--- src/rtl/imp_delay_sched.sv ---
// imp_delay_sched: multi-channel impulse delay scheduler sequenced from one shared tus tick counter
module imp_delay_sched #(
   parameter int N_CH  = 4,
   parameter int CNT_W = 16,
   parameter int WID_W = 8
) (
   input  logic             clk,
   input  logic             rst_n,
   input  logic             imp,
   input  logic             tus,
   input  logic             cfg_we,
   input  logic [2:0]       cfg_addr,
   input  logic [CNT_W-1:0] cfg_delay,
   input  logic [WID_W-1:0] cfg_width,
   input  logic [N_CH-1:0]  ch_en,
   output logic [N_CH-1:0]  o_imp,
   output logic             busy,
   output logic             err_retrig
);
   typedef enum logic {IDLE, RUN} state_t;
   state_t state, state_nx;
   logic [2:0] imp_sr, tus_sr;
   logic imp_rise, tus_rise, tick_sat, done, go;
   logic [CNT_W-1:0] tick, tick_nx;
   logic [CNT_W:0] end_tick, end_nx;
   logic [N_CH-1:0] en_a, qual, hit, o_nx;
   logic [CNT_W-1:0] delay_s [N_CH];
   logic [CNT_W-1:0] delay_a [N_CH];
   logic [WID_W-1:0] width_s [N_CH];
   logic [WID_W-1:0] width_a [N_CH];
   logic [CNT_W:0] stop_s [N_CH];
   logic [CNT_W:0] stop_a [N_CH];

   assign imp_rise = imp_sr[2:1] == 2'b01;
   assign tus_rise = tus_sr[2:1] == 2'b01;
   assign busy = state == RUN;
   assign tick_sat = &tick;
   assign done = {1'b0, tick} >= end_tick || tick_sat;

   // stop tick is one past the last high tick; widened by a bit so it never wraps
   for (genvar i = 0; i < N_CH; i++) begin : g_ch
      assign stop_s[i] = {1'b0, delay_s[i]} + (CNT_W+1)'(width_s[i]);
      assign stop_a[i] = {1'b0, delay_a[i]} + (CNT_W+1)'(width_a[i]);
      assign qual[i] = ch_en[i] && width_s[i] != '0;
      assign hit[i] = en_a[i] && width_a[i] != '0 && tick >= delay_a[i] && {1'b0, tick} < stop_a[i];
   end

   // sequence length is the latest stop tick among channels that will fire
   always_comb begin
      end_nx = '0;
      for (int k = 0; k < N_CH; k++)
         end_nx = qual[k] && stop_s[k] > end_nx ? stop_s[k] : end_nx;
   end

   // next state, tick advance and channel outputs
   always_comb begin
      state_nx = state;
      tick_nx = tick;
      o_nx = '0;
      go = 1'b0;
      if (state == IDLE) begin
         go = imp_rise && |qual;
         state_nx = go ? RUN : IDLE;
         tick_nx = go ? '0 : tick;
      end else begin
         state_nx = done ? IDLE : RUN;
         o_nx = done ? '0 : hit;
         tick_nx = tus_rise && !tick_sat ? tick + 1'b1 : tick;
      end
   end

   // input conditioning, state, tick and registered outputs
   always_ff @(posedge clk or negedge rst_n) begin
      if (!rst_n) begin
         imp_sr <= '0;
         tus_sr <= '0;
         state <= IDLE;
         tick <= '0;
         end_tick <= '0;
         en_a <= '0;
         o_imp <= '0;
         err_retrig <= 1'b0;
      end else begin
         imp_sr <= {imp_sr[1:0], imp};
         tus_sr <= {tus_sr[1:0], tus};
         state <= state_nx;
         tick <= tick_nx;
         o_imp <= o_nx;
         err_retrig <= busy && imp_rise;
         if (go) begin
            end_tick <= end_nx;
            en_a <= ch_en;
         end
      end
   end

   // shadow config takes host writes; active copy snapshots the pre-write shadow on trigger
   always_ff @(posedge clk or negedge rst_n) begin
      if (!rst_n) begin
         for (int k = 0; k < N_CH; k++) begin
            delay_s[k] <= '0;
            width_s[k] <= '0;
            delay_a[k] <= '0;
            width_a[k] <= '0;
         end
      end else begin
         for (int k = 0; k < N_CH; k++) begin
            if (cfg_we && cfg_addr == 3'(k)) begin
               delay_s[k] <= cfg_delay;
               width_s[k] <= cfg_width;
            end
            if (go) begin
               delay_a[k] <= delay_s[k];
               width_a[k] <= width_s[k];
            end
         end
      end
   end
endmodule

--- config.mk ---
export PLATFORM = sky130hd
export DESIGN_NAME = imp_delay_sched
export DESIGN_NICKNAME = d
export VERILOG_FILES = /design/src/rtl/imp_delay_sched.sv
export SDC_FILE = /design/constraint.sdc
export NUM_CORES = 1
export LEC_CHECK = 0
export CORE_MARGIN = 10
export CORE_UTILIZATION = 40
export CTS_BUF_LIST = sky130_fd_sc_hd__clkbuf_8
export CTS_CLUSTER_SIZE = 12
export DETAILED_ROUTE_END_ITERATION = 10
export MAX_ROUTING_LAYER = met4
export SLEW_MARGIN = 20
export SYNTH_ARGS = -nofsm -noshare
export SYNTH_HDL_FRONTEND = slang
export SYNTH_SLANG_ARGS = --single-unit
export TNS_END_PERCENT = 5
--- constraint.sdc ---
create_clock -name clk -period 10.1 [get_ports clk]
set_input_delay 2.02 -clock clk [delete_from_list [all_inputs] [get_ports clk]]
set_output_delay 2.02 -clock clk [all_outputs]
set_load 0.05 [all_outputs]
Word-level counts from Yosys, hierarchy flattened
Index checks and enable logic that the tools add are counted.
{ "word_totals": {"romBits": 0, "regBits": 241, "mem_count": 0, "latchBits": 0, "ramBits": 0, "wordCells": 107, "input_bits": 36, "out_inout_bits": 6} }
{ "op_classes": {"addsub": 9, "n_bitwise": 0, "n_mul": 0, "n_lt_le_gt_ge": 13, "shifts": 0, "n_reduce_logical": 42, "n_eq_ne": 6, "div_mod_pow": 0, "muxes": 13} }
{ "ops": {"columns": ["operator", "n"], "rows": [
  ["adder 16 x 8 -> 17 bit", 8],
  ["< comparator 16 x 17 -> 1 bit", 4],
  ["two-way mux 17 bit", 4],
  ["greater-or-equal comparator 16 bit", 4],
  ["nonzero test 8 bit", 8],
  ["> comparator 17 bit", 3],
  ["two-way mux 16 bit", 3],
  ["logical AND 1 bit", 27],
  ["greater-or-equal comparator 16 x 17 -> 1 bit", 1],
  ["> comparator 17 x 1 -> 1 bit, second input constant", 1],
  ["adder 16 x 1 -> 16 bit, second input constant", 1],
  ["AND reduction 16 bit", 1],
  ["two-way mux 4 bit", 2],
  ["== test 3 x 2 -> 1 bit, second input constant", 2],
  ["== test 2 x 1 -> 1 bit, second input constant", 2],
  ["two-way mux 1 bit", 4],
  ["OR reduction 4 bit", 1],
  ["== test 3 x 1 -> 1 bit, second input constant", 1],
  ["logical NOT 3 bit", 1],
  ["!= test 2 x 1 -> 1 bit, second input constant", 1],
  ["AND reduction 2 bit", 1],
  ["nonzero test 2 bit", 1],
  ["logical NOT 1 bit", 1],
  ["logical OR 1 bit", 1]
]} }

Depth between registers and ports, before layout
{ "logic_depth": {"word_depth": 13, "depth_mapped": 40, "depth_no_buf": 38} }

Worst setup path before layout
Ideal clock, no wire load.
{ "synth_path": {"path_type": "in2reg", "startpoint": "input port ch_en[0]", "endpoint": "register end_tick[0]", "stages": 30, "n_path_buf": 4, "required_time_ns": 9.946, "path_slack_ns": 1.524, "setup_time_ns": 0.154, "t_arrival_ns": 8.422, "cell_sequence": "and2_1 clkbuf_1 clkbuf_1 nand2b_1 ha_1 nand4_1 or4_1 nor2_1 a21oi_1 o211ai_2 buf_2 mux2_2 ha_1 nand4_1 nor3_2 o21ai_1 a31o_2 a221oi_4 inv_2 clkbuf_1 mux2_1 ha_1 a21o_1 a21oi_1 o22ai_1 o21bai_1 a31o_2 clkinv_1 nor3_1 a221oi_1"} }
{ "synth_via": {"elab_chain_cells": 12, "word_cells_on_any_way": 15, "classes_between": "order compare: 3; mux: 5; reduce/logical: 7"} }
{ "synth_lines": {"columns": ["item", "line_no", "rtl"], "rows": [
  ["start: declaration", "15", "input logic [N_CH-1:0] ch_en,"],
  ["logical AND 1 bit (*)", "44", "assign qual[i] = ch_en[i] && width_s[i] != '0;"],
  ["logical AND 1 bit", "52", "end_nx = qual[k] && stop_s[k] > end_nx ? stop_s[k] : end_nx;"],
  ["two-way mux 17 bit", "52", null],
  ["> comparator 17 bit", "52", null],
  ["logical AND 1 bit", "52", null],
  ["two-way mux 17 bit", "52", null],
  ["> comparator 17 bit", "52", null],
  ["logical AND 1 bit", "52", null],
  ["two-way mux 17 bit", "52", null],
  ["> comparator 17 bit", "52", null],
  ["logical AND 1 bit", "52", null],
  ["two-way mux 17 bit", "52", null],
  ["end signal: assignment", "91", "end_tick <= end_nx;"],
  ["end: declaration", "25", "logic [CNT_W:0] end_tick, end_nx;"]
]} }
Mark *: on every way between the ends. The rest lies on a longest branch, timed or not.
A chain may end at the register's enable or synchronous reset.

Worst setup path in the final report
{ "layout_path": {"startpoint": "register width_s[16] (netlist bit)", "endpoint": "register end_tick[8]"} }
{ "layout_via": {"elab_chain_cells": 10, "word_cells_on_any_way": 15, "classes_between": "add/sub: 1; order compare: 3; mux: 4; reduce/logical: 7"} }
{ "layout_lines": {"columns": ["item", "line_no", "rtl"], "rows": [
  ["start: declaration", "29", "logic [WID_W-1:0] width_s [N_CH];"],
  ["start signal: indexed assignment", "110", "width_s[k] <= cfg_width;"],
  ["adder 16 x 8 -> 17 bit or nonzero test 8 bit (tied branches)", "42, 44", null],
  ["> comparator 17 bit or logical AND 1 bit (tied branches)", "52, 44", null],
  ["logical AND 1 bit", "52", null],
  ["two-way mux 17 bit", "52", null],
  ["> comparator 17 bit", "52", null],
  ["logical AND 1 bit", "52", null],
  ["two-way mux 17 bit", "52", null],
  ["> comparator 17 bit", "52", null],
  ["logical AND 1 bit", "52", null],
  ["two-way mux 17 bit", "52", null]
]} }
Several ways; a longest one is shown, not always the timed one.

==> results.md <==
- Final Cycle Share: 92.5%
- Syn_area_per_cell: slightly above 9 um2
- Sw frac: 45.1%
- First-pass GRT wire length: 86900 um
- Clock latency on the worst-skew pair: approximately 0.64 ns
- Num CTS Buffers: 47
- Largest net degree at the start of global routing: roughly 170
- Status: completed
- Routed wire length: 56800 um
- Synth cell types: 78
- Area contributors post-synth: dfrtp_1, ha_1, mux2_2
- Post-DP HPWL: 43300 um
- Slack of the critical path: 0.758 ns
- Commonest cells after routing, fill and taps aside: nand2_1, ha_1, dfrtp_1, inv_1, o21ai_0
- Yosys reg bits: 241
- Number of synthesized flops with an enable pin: 0
- First-pass DRT Iterations: 5
- TritonCTS Sinks: ~240
- Period minus WS final: about 9.3 ns
- 1st-iter DRT viols: 1128
- Hold path endpoint: imp_sr[1]
- Mapped Area: 17800 um2
- Commonest non-fill, non-tap cell in the layout: nand2_1
- Initial Util: 40.4%
- Die Area: 53400 um2
- Post-synth net total: 2216
- CP Max Fanout: 17
- Highest Clock Rate: around 0.11 GHz
- Comb pwr share: ~54%
- Startpoint of the worst hold path: imp_sr[0]
- FFs w/ async S/R, synth: 100%
- Hold Fails Final Rpt: 0
- Delay of the slowest cell on the worst path: 0.53 ns
- Busiest grt layer: met2
- Peak supply drop: 0.000109 V
- R2R Path End: end_tick[8]
- CTS tree: built
- Worst flop-to-flop path startpoint: width_s[16]
- Worst Path Arrival: a little under 10 ns
- Lkg Pwr: 9.52 nW
- Clock Power Share: between 15 and 20%
- Syn Inst Count: approximately 1900
- Critical Path Sink Type: flip-flop
- Cell taking the most area after synthesis: dfrtp_1
- Setup Viol. Count Final: 0
- Sequential share of power: 29.0%
- IO buf count: 41
- Number of H-tree levels: 2
- Root buf cell: clkbuf_8
- R2R Setup Slk: 0.76 ns
- Clock transition at the registers of the reported paths: 0.06 ns
- Slew Limit Fails: 0
- Slew of the pin with the lowest slew margin: 1.05 ns
- Register-to-Register Path Depth: 37
- Vias in the first global route: 14300
- Gpl congestion: 0.946
- CTS resizes: 0
- Remaining Overflow, GRT: 0
- Met1 Usage GRT: 28.8%
- Max_slew headroom: 29.6%
- CORE AREA: 44100 um2
- Die Span X: 231 um
- Vias post-DR: 14500
- RSZ-0062 raised after global routing: no
- CP startpoint kind: flip-flop
- Grt met2 use: approximately a third
- Switching power: 2.69 mW
- Sequential fraction of the synthesis area: 33.9%
- GRT Overall Usage: 21.9%
- Hold WC Path Type: flip-flop to flip-flop
- YS warnings: 0
- WS Path Type: flip-flop to flip-flop
- Drc violations: 0
- Post-route antenna net violation count: 0
- Row count: 77
- Worst slack, placed: 0.319 ns
- Post-CTS setup buffer count: 0
- Final nets: approximately 2300
- Min-Delay Path Depth: 0
- Int Pwr: 3.27 mW
- CP required: 10.65 ns
- Synth-to-layout area growth: 12.0%
- Fillers: 4353
- Longest Clk Path Bufs: 3
- CP max stage cell: o211ai_2
- Top cell type's share of synthesized area: 33.9%
- Main synth FF type: dfrtp_1
- Num ports: 42
- Post-CTS Hold Buffers: 0
- Final setup TNS: 0 ns
- Layout cells sized above 1: 10.8%
- Max_cap viols: 0
- Initial antenna violation count: 2
- Total power: 5.96 mW
- Worst clock skew: 0.0416 ns
- Vias per std cell: roughly 5.6
- WL/cell: 21.8 um
- PD cells: 299 nW/um2
- Die Y: 231 um
- Routing usage on met3: around 3.2%
## layout make-up
cell class,instances,area (um2),share of cell area [%]
inverters,141,529,2.66
repair buffers,64,604,3.03
flip-flops and latches,241,6030,30.3
multi-input cells,1481,11100,55.5
diodes,2,5.00,0.0251
clock buffers,56,771,3.87
well taps,592,741,3.72
clock inverters,25,183,0.916
## stage by stage
step,util (%),hold slack [ns],area [um2],std cells
after floorplan,-,0.331,17800,1916
after global routing,45.2,0.364,19900,2602
after CTS,45.2,0.362,19900,2600
after global placement,43.0,0.345,19000,2519
final,45.2,0.361,19900,2602
after detailed placement,43.0,0.336,19000,2519
## power groups by stage
stage	clock network, mW	registers (mW)	logic [mW]
6_report	1.01	1.73	3.22
5_1_grt	1.07	1.77	3.66
4_1_cts	1.03	1.71	3.23
2_1_floorplan	0	1.55	2.40
3_3_place_gp	0	1.72	3.12
3_5_place_dp	0	1.73	3.20
## sequential cells by signal, indices dropped and copies added, names as in the netlist
register    count
busy            1
delay_a        64
delay_s        64
en_a            4
end_tick       17
err_retrig      1
imp_sr          3
o_imp           4
tick           16
tus_sr          3
width_a        32
width_s        32
## worst max-delay path, delay by kind of cell (launching register included)
kind,cells,cell delay [ns]
AO/OA/AOI/OAI,20,4.22
adder cells (fa/ha/maj),5,1.50
AND/OR/NAND/NOR,6,1.47
buffers and inverters,4,0.85
multiplexers,1,0.45
flip-flops,1,0.43
XOR/XNOR,1,0.30
## per-layer routing
layer  part of all wire (%)  vias to the layer above
li1                       -                     6928
met1                     45                     7063
met2                     45                      395
met3                    6.0                       98
met4                    3.5                        0
met5                      0                        -
## synth_stat cells, drive strengths merged (5+ instances only)
cell type / number
a2111oi: 6
a211oi: 8
a21boi: 8
a21o: 65
a21oi: 104
a221oi: 5
a22oi: 9
a31o: 5
a31oi: 8
a41oi: 5
and2: 6
and3: 18
buf: 11
clkbuf: 42
dfrtp: 241
fa: 8
ha: 256
inv: 140
mux2: 100
mux2i: 14
nand2: 258
nand2b: 19
nand3: 35
nand4: 28
nor2: 81
nor2b: 29
nor3: 25
nor4: 14
o211ai: 10
o21a: 16
o21ai: 125
o21bai: 23
o221ai: 5
o22ai: 6
or2: 8
or3: 7
or4: 8
xnor2: 84
xor2: 34
## cells by family after synthesis
family / Yosys count / synth area share (%)
compound gates: 433 / 15.6
fa+ha+maj: 264 / 18.9
simple gates: 552 / 14.6
mux: 114 / 7.11
xor+xnor: 118 / 5.80
buf+inv: 194 / 4.19
flops: 241 / 33.9
## worst max-delay path by stage
stage	startpoint	to	slack, ns
floorplan	ch_en[0]	end_tick[0]	1.52
global placement	ch_en[0]	end_tick[15]	0.49
detailed placement	ch_en[0]	end_tick[8]	0.32
CTS	width_s[16]	end_tick[8]	0.73
global route	width_s[16]	end_tick[8]	0.19
finish	width_s[16]	end_tick[8]	0.76
Note: power is estimated with default switching activity, not from simulation.
